$ cat config.mk
export PLATFORM = sky130hd
export DESIGN_NAME = sram_arbiter
export DESIGN_NICKNAME = d
export VERILOG_FILES = /design/src/rtl/sram_arbiter.sv
export SDC_FILE = /design/constraint.sdc
export NUM_CORES = 1
export LEC_CHECK = 0
export CAP_MARGIN = 30
export CORE_ASPECT_RATIO = 0.9
export CORE_UTILIZATION = 40
export DETAILED_ROUTE_END_ITERATION = 8
export GPL_ROUTABILITY_DRIVEN = 0
export PLACE_DENSITY = 0.8
export SLEW_MARGIN = 20
export SYNTH_ARGS = -nofsm -noshare
export SYNTH_HDL_FRONTEND = slang
export SYNTH_SLANG_ARGS = --single-unit
$ cat constraint.sdc
create_clock -name clk -period 2.4 [get_ports clk]
set_input_delay 0.36 -clock clk [delete_from_list [all_inputs] [get_ports clk]]
set_output_delay 0.36 -clock clk [all_outputs]
set_load 0.02 [all_outputs]
$ cat src/rtl/sram_arbiter.sv
// sram_arbiter
//   Round-robin arbiter and access sequencer for a 512K x 16 asynchronous
//   SRAM. Two requesters issue single-word reads or writes; each granted
//   access runs IDLE -> SETUP -> ACCESS (ACCESS_CYCLES) -> HOLD -> IDLE and
//   finishes with a one-cycle ack to the granted requester. Every output is
//   a register.
//
// Ports
//   clk, rst                 100 MHz clock, asynchronous active-high reset
//   m0_* / m1_*              requester ports: req (level), we, addr[18:0],
//                            wdata[15:0], be[1:0] in; ack (1-cycle pulse) out
//   rdata[15:0]              read data, valid while the matching ack is high
//   sram_adr[18:0]           SRAM address
//   sram_dat_o / sram_dat_oe SRAM write data and its tristate enable
//   sram_dat_i               SRAM data bus input
//   sram_cs_n, sram_oe_n, sram_we_n, sram_lb_n, sram_ub_n
//                            active-low SRAM controls
module sram_arbiter #(
    parameter int unsigned ACCESS_CYCLES = 2
) (
    input  logic        clk,
    input  logic        rst,
    input  logic        m0_req,
    input  logic        m0_we,
    input  logic [18:0] m0_addr,
    input  logic [15:0] m0_wdata,
    input  logic [1:0]  m0_be,
    output logic        m0_ack,
    input  logic        m1_req,
    input  logic        m1_we,
    input  logic [18:0] m1_addr,
    input  logic [15:0] m1_wdata,
    input  logic [1:0]  m1_be,
    output logic        m1_ack,
    output logic [15:0] rdata,
    output logic [18:0] sram_adr,
    output logic [15:0] sram_dat_o,
    output logic        sram_dat_oe,
    input  logic [15:0] sram_dat_i,
    output logic        sram_cs_n,
    output logic        sram_oe_n,
    output logic        sram_we_n,
    output logic        sram_lb_n,
    output logic        sram_ub_n
);

    typedef enum logic [1:0] {
        IDLE,
        SETUP,
        ACCESS,
        HOLD
    } state_t;

    localparam logic [3:0] CNT_LOAD = 4'(ACCESS_CYCLES - 1);

    state_t      state_q;
    logic [3:0]  cnt_q;
    logic        we_q;
    logic        gnt_q;
    logic        last_q;    // requester granted most recently

    logic        any_req_d;
    logic        gnt_d;
    logic        sel_we_d;
    logic [18:0] sel_addr_d;
    logic [15:0] sel_wdata_d;
    logic [1:0]  sel_be_d;

    // Round-robin: a lone requester wins; under contention the one not
    // granted last wins.
    always_comb begin
        any_req_d = m0_req | m1_req;
        if (m0_req && m1_req) begin
            gnt_d = ~last_q;
        end else begin
            gnt_d = m1_req;
        end
        sel_we_d    = gnt_d ? m1_we    : m0_we;
        sel_addr_d  = gnt_d ? m1_addr  : m0_addr;
        sel_wdata_d = gnt_d ? m1_wdata : m0_wdata;
        sel_be_d    = gnt_d ? m1_be    : m0_be;
    end

    // Outputs are loaded on the edge entering each state, so the pin values
    // seen during a state are the ones that state calls for.
    always_ff @(posedge clk or posedge rst) begin
        if (rst) begin
            state_q     <= IDLE;
            cnt_q       <= '0;
            we_q        <= 1'b0;
            gnt_q       <= 1'b0;
            last_q      <= 1'b1;
            m0_ack      <= 1'b0;
            m1_ack      <= 1'b0;
            rdata       <= '0;
            sram_adr    <= '0;
            sram_dat_o  <= '0;
            sram_dat_oe <= 1'b0;
            sram_cs_n   <= 1'b1;
            sram_oe_n   <= 1'b1;
            sram_we_n   <= 1'b1;
            sram_lb_n   <= 1'b1;
            sram_ub_n   <= 1'b1;
        end else begin
            m0_ack <= 1'b0;
            m1_ack <= 1'b0;
            case (state_q)
                IDLE: begin
                    if (any_req_d) begin
                        gnt_q      <= gnt_d;
                        last_q     <= gnt_d;
                        we_q       <= sel_we_d;
                        sram_adr   <= sel_addr_d;
                        sram_dat_o <= sel_wdata_d;
                        sram_cs_n  <= 1'b0;
                        if (sel_we_d) begin
                            sram_dat_oe <= 1'b1;
                            sram_oe_n   <= 1'b1;
                            sram_lb_n   <= ~sel_be_d[0];
                            sram_ub_n   <= ~sel_be_d[1];
                        end else begin
                            sram_dat_oe <= 1'b0;
                            sram_oe_n   <= 1'b0;
                            sram_lb_n   <= 1'b0;
                            sram_ub_n   <= 1'b0;
                        end
                        state_q <= SETUP;
                    end
                end
                SETUP: begin
                    cnt_q <= CNT_LOAD;
                    if (we_q) begin
                        sram_we_n <= 1'b0;
                    end
                    state_q <= ACCESS;
                end
                ACCESS: begin
                    if (cnt_q == 4'd0) begin
                        sram_we_n <= 1'b1;
                        sram_oe_n <= 1'b1;
                        if (!we_q) begin
                            rdata <= sram_dat_i;
                        end
                        if (gnt_q) begin
                            m1_ack <= 1'b1;
                        end else begin
                            m0_ack <= 1'b1;
                        end
                        state_q <= HOLD;
                    end else begin
                        cnt_q <= cnt_q - 4'd1;
                    end
                end
                HOLD: begin
                    sram_cs_n   <= 1'b1;
                    sram_lb_n   <= 1'b1;
                    sram_ub_n   <= 1'b1;
                    sram_dat_oe <= 1'b0;
                    state_q     <= IDLE;
                end
                default: state_q <= IDLE;
            endcase
        end
    end

endmodule

======== Word-level counts from Yosys, hierarchy flattened ========
Index checks and enable logic that the tools add are counted.
W data, S select, Z words.
storage, ports and cells
  bits in registers ....................... 68
  input bits .............................. 96
  output and inout bits ................... 59
  word-level logic and storage cells ...... 73
cells by class
  add/sub/neg operators ................... 1
  equal/unequal tests ..................... 7
  muxes and demuxes ....................... 31
  bitwise operators ....................... 5
  reduce and logical (&&, ||, !) cells .... 13
operators with widths
  kind                   number
  $mux W19               1
  $mux W1                17
  $mux W16               1
  $pmux W1 S2            6
  $reduce_and A3 Y1      3
  $ne A2 B2 Y1 const B   4
  $pmux W2 S4            1
  $pmux W4 S2            1
  $reduce_and A2 Y1      4
  $mux W2                3
  $reduce_bool A2 Y1     3
  $eq A2 B2 Y1 const B   2
  $logic_not A4 Y1       1
  $mux W4                1
  $not A1 Y1             4
  $sub A4 B1 Y4 const B  1
  $eq A2 B1 Y1 const B   1
  $logic_not A2 Y1       1
  $logic_and A1 B1 Y1    1
  $or A1 B1 Y1           1

======== Logic depth before layout (Yosys ltp) ========
Gate-level depths: netlist of the first run.
  depth after elaboration ................. 7
  gate-level depth with buffers ........... 7

======== Worst setup path after synthesis of the first run ========
Ideal clock, no wire load.
  kind .................................... register -> register
  start ................................... register cnt_q[0]
  end ..................................... register state_q[1]
  library setup time ...................... 0.125 ns
  arrival time ............................ 1.532 ns
  path slack .............................. 0.743 ns
  stages on the path, launching flop included .. 6
  path buffers ............................ 0
  period minus slack after synthesis ...... 1.657 ns
  cell sequence ........................... dfrtp_1 > inv_1 > ha_1 > or3b_1 > a21oi_1 > mux2_2
on the way
  word-level cells in the longest chain between the ends .. 3
RTL lines
  item                         line  text
  start: declaration           57    logic [3:0] cnt_q;
  start signal: assignment     151   cnt_q <= cnt_q - 4'd1;
  $logic_not A4 Y1             138   if (cnt_q == 4'd0) begin
  $ne A2 B2 Y1 (no line)       -
  $reduce_and A2 Y1 (no line)  -
  end signal: assignment       135   state_q <= ACCESS;
  end signal: assignment       149   state_q <= HOLD;
  end signal: assignment       159   state_q <= IDLE;
  end: declaration             56    state_t state_q;
No other way between the ends.
A chain may end at the register's enable or synchronous reset.

======== Worst setup path after layout of the first run ========
  start ................................... register state_q[0]
  end ..................................... register rdata[9]
on the way
  word-level cells in the longest chain between the ends .. 2
RTL lines
  item                         line  text
  start signal: assignment     88    state_q <= IDLE;
  start signal: assignment     127   state_q <= SETUP;
  start signal: assignment     135
  $eq A2 B2 Y1                 107   case (state_q)
  $reduce_and A3 Y1 (no line)  -
  end signal: assignment       142   rdata <= sram_dat_i;
  end: declaration             35    output logic [15:0] rdata,
No other way between the ends.

==> results of run 1 <==
==> tightest hold or removal path, stage by stage <==
cell	delay (ns)
clkdlybuf4s50_1	0.41
inv_2	0.07
buf_12	0.31
==> cell families after synthesis <==
kind of cell,after synthesis
and+or+nand+nor,61
muxes,54
adders and majority gates,7
AOI/OAI and AO/OA,59
DFF,68
buffers and inverters,23
==> cell usage after synthesis (4+ instances only) <==
cell / count / share of area, %
buf_4: 4 / 0.96
mux2_2: 17 / 6.1
dfstp_2: 6 / 5.0
o21ai_0: 39 / 6.3
nand2_1: 39 / 4.7
clkbuf_1: 5 / 0.60
nor2_1: 4 / 0.48
dfrtp_1: 62 / 50
mux2i_1: 37 / 12
a21oi_1: 6 / 0.96
buf_2: 4 / 0.64
inv_1: 9 / 1.1
ha_1: 7 / 2.8
==> sequential cells by signal, summed over array words and instances (netlist names), 2 cells and up <==
signal / cells
sram_adr: 19
rdata: 16
state_q: 2
sram_dat_o: 16
cnt_q: 4
==> power by group <==
group	switching (W)	total [W]	internal (W)
combinational	0.00154	0.00307	0.00153
sequential	0.000310	0.00204	0.00173
clock	0.000428	0.00117	0.000747
==> how the worst max path moves through the flow <==
| stage | depth (start not counted) | to | slack, ns | from |
|---|---|---|---|---|
| after floorplan | 1 | cnt_q[0] | 0.34 | rst |
| after global placement | 5 | we_q | 0.41 | m1_req |
| after detailed placement | 5 | we_q | 0.32 | m1_req |
| after CTS | 5 | rdata[9] | 0.54 | state_q[0] |
| after global routing | 5 | rdata[9] | 0.42 | state_q[0] |
| final | 5 | rdata[9] | 0.55 | state_q[0] |
==> layout make-up <==
type | instances | share of cell area (%)
well taps | 96 | 2.37
clock buffers | 12 | 3.06
multi-input cells | 181 | 26.0
flip-flops and latches | 68 | 33.8
clock inverters | 4 | 1.88
inverters | 9 | 0.667
repair buffers | 161 | 32.2
==> layer usage <==
layer | vias to the layer above | part of all wire (%) | wire length (um) | global-route usage (%)
met2 | 111 | 48 | 3720 | 33.0
met1 | 1189 | 44 | 3380 | 24.9
met4 | 0 | 1.2 | 95 | 6.47
met5 | - | 0 | 0 | 0
met3 | 9 | 7.1 | 551 | 4.52
li1 | 1273 | - | - | -
==> stage by stage <==
step / instance area (um^2) / util [%] / total power, W / cells
global route: 5060 / 67.1 / 0.00670 / 531
detailed placement: 4810 / 63.8 / 0.00515 / 515
floorplan: 3120 / - / 0.00371 / 272
global placement: 4810 / 63.8 / 0.00507 / 515
CTS: 5060 / 67.1 / 0.00634 / 531
finish: 5060 / 67.1 / 0.00628 / 531
==> impl_metrics.env, run 1 <==
export IMPL_synth_distinct_cells=39
export IMPL_port_buffers=154
export IMPL_synth_nets=375
export IMPL_syn_area_per_cell_um2=11.5
export IMPL_post_cts_resized=0
export IMPL_cp_num_buf_inv=1
export IMPL_io_pins=155
export IMPL_synthSimpleGateAreaFrac_pct=9.78
export IMPL_fin_crit_ns=1.85
export IMPL_critPathKind="reg -> reg"
export IMPL_die_h_um=85.8
export IMPL_fillers=585
export IMPL_final_cell_mix="clkdlybuf4s50_1, dfrtp_1, nand2_1, o21ai_0, mux2i_1"
export IMPL_worstSetupStartpointType="flip-flop"
export IMPL_hpwl_um=5770
export IMPL_antenna_left=0
export IMPL_r2r_end="rdata[9]"
export IMPL_synth_edf_count=0
export IMPL_synthCells=272
export IMPL_area_growth_syn_to_layout_pct=62.1
export IMPL_relSlewSlack_pct=67.8
export IMPL_fin_tns_setup_ns=0
export IMPL_synthArstFlopShare_pct=100
export IMPL_clk_path_buf_depth=2
export IMPL_synthMuxAreaShare_pct=18.0
export IMPL_regArea_um2=1710
export IMPL_peakVddDrop_mv=0.566
export IMPL_worstPathArrival_ns=2.06
export IMPL_powerDensity_nw_per_um2=1240
export IMPL_timing_rr_start="state_q[0]"
export IMPL_initial_core_util_pct=41.4
export IMPL_required_ns=2.61
export IMPL_clk_latency_ns=0.33
export IMPL_drt_initial_drc_count=76
export IMPL_tritoncts="done"
export IMPL_hold_viol=0
export IMPL_synth_xor_area_share_pct=0
export IMPL_core_um2=7540
export IMPL_worstPathCellList="inv_1, ha_1, nand4bb_1, nor2_4, mux2_2"
export IMPL_path_max_fanout=16
export IMPL_r2r_slack_ns=0.55
export IMPL_cts_buffers=9
export IMPL_vias=2582
export IMPL_rsz0062_at_grt="no"
export IMPL_synth_top_family_by_area="multiplexers"
export IMPL_routed_wl_um=7750
export IMPL_end_kind="flip-flop"
export IMPL_via_per_inst=4.86
export IMPL_multi_input_area_um2=1320
export IMPL_routedWlPerCell_um=14.6
export IMPL_crit_slowest_cell="nor2_4"
export IMPL_fin_ws_ns=0.553
export IMPL_final_common_cell="clkdlybuf4s50_1"
export IMPL_synthFlopType="dfrtp_1"
export IMPL_synthAdderAreaFrac_pct=2.80
export IMPL_setup_viol=0
export IMPL_worst_hold_path_type="in -> async"
export IMPL_r2r_cells=5
export IMPL_slowest_delay_ns=0.43
export IMPL_dr_pass1_iters=4
export IMPL_grt_pass1_wl_um=12300
export IMPL_grt_max_degree=69
export IMPL_holdWs_ns=0.425
export IMPL_fmax_mhz=541
export IMPL_cts_root_buffer="clkbuf_8"
export IMPL_maxCapViolCount=0
export IMPL_crit_family="simple AND/OR/NAND/NOR gates"
export IMPL_nets=533
export IMPL_antenna_cells=0
export IMPL_outcome="complete, no violations"
export IMPL_ys_seq_area_share_pct=54.7
export IMPL_tightest_slew_ns=0.481
export IMPL_die_width_um=95.1
export IMPL_fin_worst_skew_ns=0.00850
export IMPL_synth_compound_area_share_pct=11.1
export IMPL_leakage_nw=2.18
export IMPL_ys_seq_elements=68
export IMPL_cts_max_level=3
export IMPL_synthesis_area_um2=3120
export IMPL_drive_above_1_share_pct=12.2
export IMPL_cts_clk_slew_worst_paths_ns=0.08
export IMPL_num_rows=30
export IMPL_postCtsSetupBuffers=0
export IMPL_pre_cts_ws_ns=0.322
export IMPL_grt_overflow_total=0
export IMPL_fp_dieArea_um2=8170
export IMPL_slew_violations=0
export IMPL_cts_hold_buf=0
export IMPL_post_route_period_util_pct=77.0
export IMPL_cts_sinks=68
export IMPL_track_usage_pct=19.7
export IMPL_grt_pass1_vias=2590
export IMPL_synth_warning_count=0
export IMPL_drc_errors=0
export IMPL_grt_antenna_before_repair=0
Power figures use the tool's default switching activity.
==> run 2, diff against run 1 <==
--- a/config.mk
+++ b/config.mk
@@ -7,10 +7,10 @@
 export LEC_CHECK = 0
 export CAP_MARGIN = 30
 export CORE_ASPECT_RATIO = 0.9
-export CORE_UTILIZATION = 40
+export CORE_UTILIZATION = 36
 export DETAILED_ROUTE_END_ITERATION = 8
 export GPL_ROUTABILITY_DRIVEN = 0
-export PLACE_DENSITY = 0.8
+export PLACE_DENSITY = 0.76
 export SLEW_MARGIN = 20
 export SYNTH_ARGS = -nofsm -noshare
 export SYNTH_HDL_FRONTEND = slang
==> constraint.sdc (replaced) <==
create_clock -name clk -period 1.55 [get_ports clk]
set_input_delay 0.2325 -clock clk [delete_from_list [all_inputs] [get_ports clk]]
set_output_delay 0.2325 -clock clk [all_outputs]
set_load 0.02 [all_outputs]
==> run 2 against run 1 <==
The run now ends with setup timing left; non-clock buffer count rose by 37; design area rose by 13%; combinational power rose by 96%; hold slack got worse by 0.22 ns; register-to-register slack got worse by 0.65 ns; worst setup slack got worse by 0.65 ns; clock skew barely moved; critical path type unchanged; critical endpoint is now state_q[1]; largest power group unchanged.
==> impl_metrics.env, run 2 (synthesis gave the netlist of run 1 again) <==
export IMPL_rsz0062_at_grt="yes"
export IMPL_track_usage_pct=18.7
export IMPL_post_route_util_pct=69.8
export IMPL_cp_num_buf_inv=1
export IMPL_largestRegisters="sram_adr: 19 flops, rdata: 16 flops, sram_dat_o: 16 flops"
export IMPL_slew_violations=0
export IMPL_core_um2=8220
export IMPL_grt_overflow_total=0
export IMPL_tritoncts="done"
export IMPL_use_met3_pct=5.34
export IMPL_grt_busiest_layer="met2"
export IMPL_outcome="finished, violations left"
export IMPL_worstPathArrival_ns=1.86
export IMPL_io_pins=155
export IMPL_worst_hold_path_type="in -> async"
export IMPL_path_max_fanout=3
export IMPL_crit_family="flip-flops"
export IMPL_cts_clk_slew_worst_paths_ns=0.08
export IMPL_fin_worst_skew_ns=0.00818
export IMPL_power_switching_w=0.00406
export IMPL_powerDensity_nw_per_um2=1850
export IMPL_maxCapViolCount=0
export IMPL_routedWlPerCell_um=15.9
export IMPL_grt_antenna_before_repair=0
export IMPL_hold_viol=0
export IMPL_leakage_nw=2.92
export IMPL_cts_buffers=9
export IMPL_peakVddDrop_mv=0.988
export IMPL_worstSetupStartpointType="flip-flop"
export IMPL_p_clk_share_pct=13.7
export IMPL_antenna_cells=0
export IMPL_post_route_period_util_pct=107
export IMPL_drt_initial_drc_count=62
export IMPL_final_common_cell="clkdlybuf4s50_1"
export IMPL_clk_path_buf_depth=2
export IMPL_p_int_w=0.00656
export IMPL_fmax_mhz=606
export IMPL_grt_max_degree=58
export IMPL_crit_slowest_cell="dfrtp_1"
export IMPL_fin_cells=587
export IMPL_dpl_instance_area_um2=5120
export IMPL_clk_latency_ns=0.34
export IMPL_critPathKind="reg -> reg"
export IMPL_largest_reg_flops=19
export IMPL_cts_sinks=68
export IMPL_grt_pass1_wl_um=13200
export IMPL_use_met2_pct=32.0
export IMPL_switching_share_pct=38.2
export IMPL_initial_core_util_pct=38.0
export IMPL_port_buffers=154
export IMPL_seq_power_share_pct=29.7
export IMPL_die_width_um=100
export IMPL_critPathLaunch="cnt_q[0]"
export IMPL_relSlewSlack_pct=64.8
export IMPL_hpwl_um=6220
export IMPL_area_growth_syn_to_layout_pct=83.7
export IMPL_setup_viol=2
export IMPL_dr_pass1_iters=4
export IMPL_grt_pass1_vias=2705
export IMPL_via_per_inst=4.78
export IMPL_final_cell_mix="clkdlybuf4s50_1, dfrtp_1, mux2i_1"
export IMPL_fin_ws_ns=-0.101
export IMPL_nets=570
export IMPL_comb_power_share_pct=56.5
export IMPL_worstPathCellList="inv_2, ha_4, or3b_4, a21oi_4, mux2_4"
export IMPL_dp_cells=554
export IMPL_holdWs_ns=0.210
export IMPL_cts_root_buffer="clkbuf_8"
export IMPL_routed_wl_um=9330
export IMPL_met1_usage_pct=23.1
export IMPL_drive_above_1_share_pct=24.4
export IMPL_tightest_slew_ns=0.527
export IMPL_die_h_um=90.4
export IMPL_slowest_delay_ns=0.40
export IMPL_regMostFlops="sram_adr"
export IMPL_drc_errors=0
export IMPL_fp_dieArea_um2=9050
export IMPL_fin_crit_ns=1.65
export IMPL_required_ns=1.76
export IMPL_antenna_left=0
export IMPL_vias=2805
export IMPL_timing_rr_start="cnt_q[0]"
export IMPL_finalInstanceArea_um2=5740
export IMPL_violations="setup timing"
export IMPL_num_rows=31
export IMPL_end_kind="flip-flop"
export IMPL_cts_max_level=3
[run 2: cell count changes in the layout (fill, tap and decap cells not counted), sizes merged]
cell,before,now
buf,7,40
bufinv,3,1
clkbuf,12,14
clkdlybuf4s50,154,96
clkinv,1,3
clkinvlp,0,3
dlygate4sd2,0,22
dlymetal6s2s,0,36
inv,9,8
[run 2: area by class of cell]
type                       count  area (um^2)
clock buffer                  10          138
clock inverter                 6         63.8
fill                         626         2480
inverter                       9         37.5
multi-input combinational    181         1530
sequential                    68         1710
tap                          115          144
timing repair buffer         198         2120
[run 2: per-layer routing]
| layer | part of all wire (%) | vias to the layer above |
|---|---|---|
| met5 | 0 | - |
| met3 | 5.9 | 10 |
| li1 | - | 1350 |
| met1 | 42 | 1343 |
| met4 | 0.93 | 0 |
| met2 | 51 | 102 |
[run 2: metrics by stage]
stage / setup WS [ns] / total power [W] / setup TNS, ns
3_3_place_gp: -0.184 / 0.00838 / -5.11
4_1_cts: -0.0729 / 0.0100 / -0.993
3_5_place_dp: -0.218 / 0.00855 / -7.16
5_1_grt: -0.146 / 0.0113 / -1.53
2_1_floorplan: -0.0457 / 0.00597 / -0.214
6_report: -0.101 / 0.0106 / -0.116
[run 2: what timing repair did]
action | in CTS | in global routing
setup buffers | 6 | 5
hold buffers | 0 | 0
setup endpoints to repair | 33 | 84
pin swaps | 0 | 9
gates cloned | 1 | 6
resized for setup | 26 | 87
[run 2: path summary, 6_finish.rpt]
path,cells after the start,endpoint,slack (ns)
max,5,state_q[1],-0.10
max reg2reg,5,state_q[1],-0.10
min reg2reg,2,sram_adr[16],0.47
min,2,rdata[0],0.21
min in group clk,3,last_q,0.36
max in group asynchronous,3,sram_dat_o[7],0.80
[run 2: power groups by stage]
stage / clock, W / combinational [W] / sequential, W
floorplan: 0 / 0.00192 / 0.00405
global placement: 0 / 0.00523 / 0.00315
detailed placement: 0 / 0.00536 / 0.00318
CTS: 0.00150 / 0.00539 / 0.00315
global route: 0.00159 / 0.00642 / 0.00327
finish: 0.00146 / 0.00601 / 0.00316
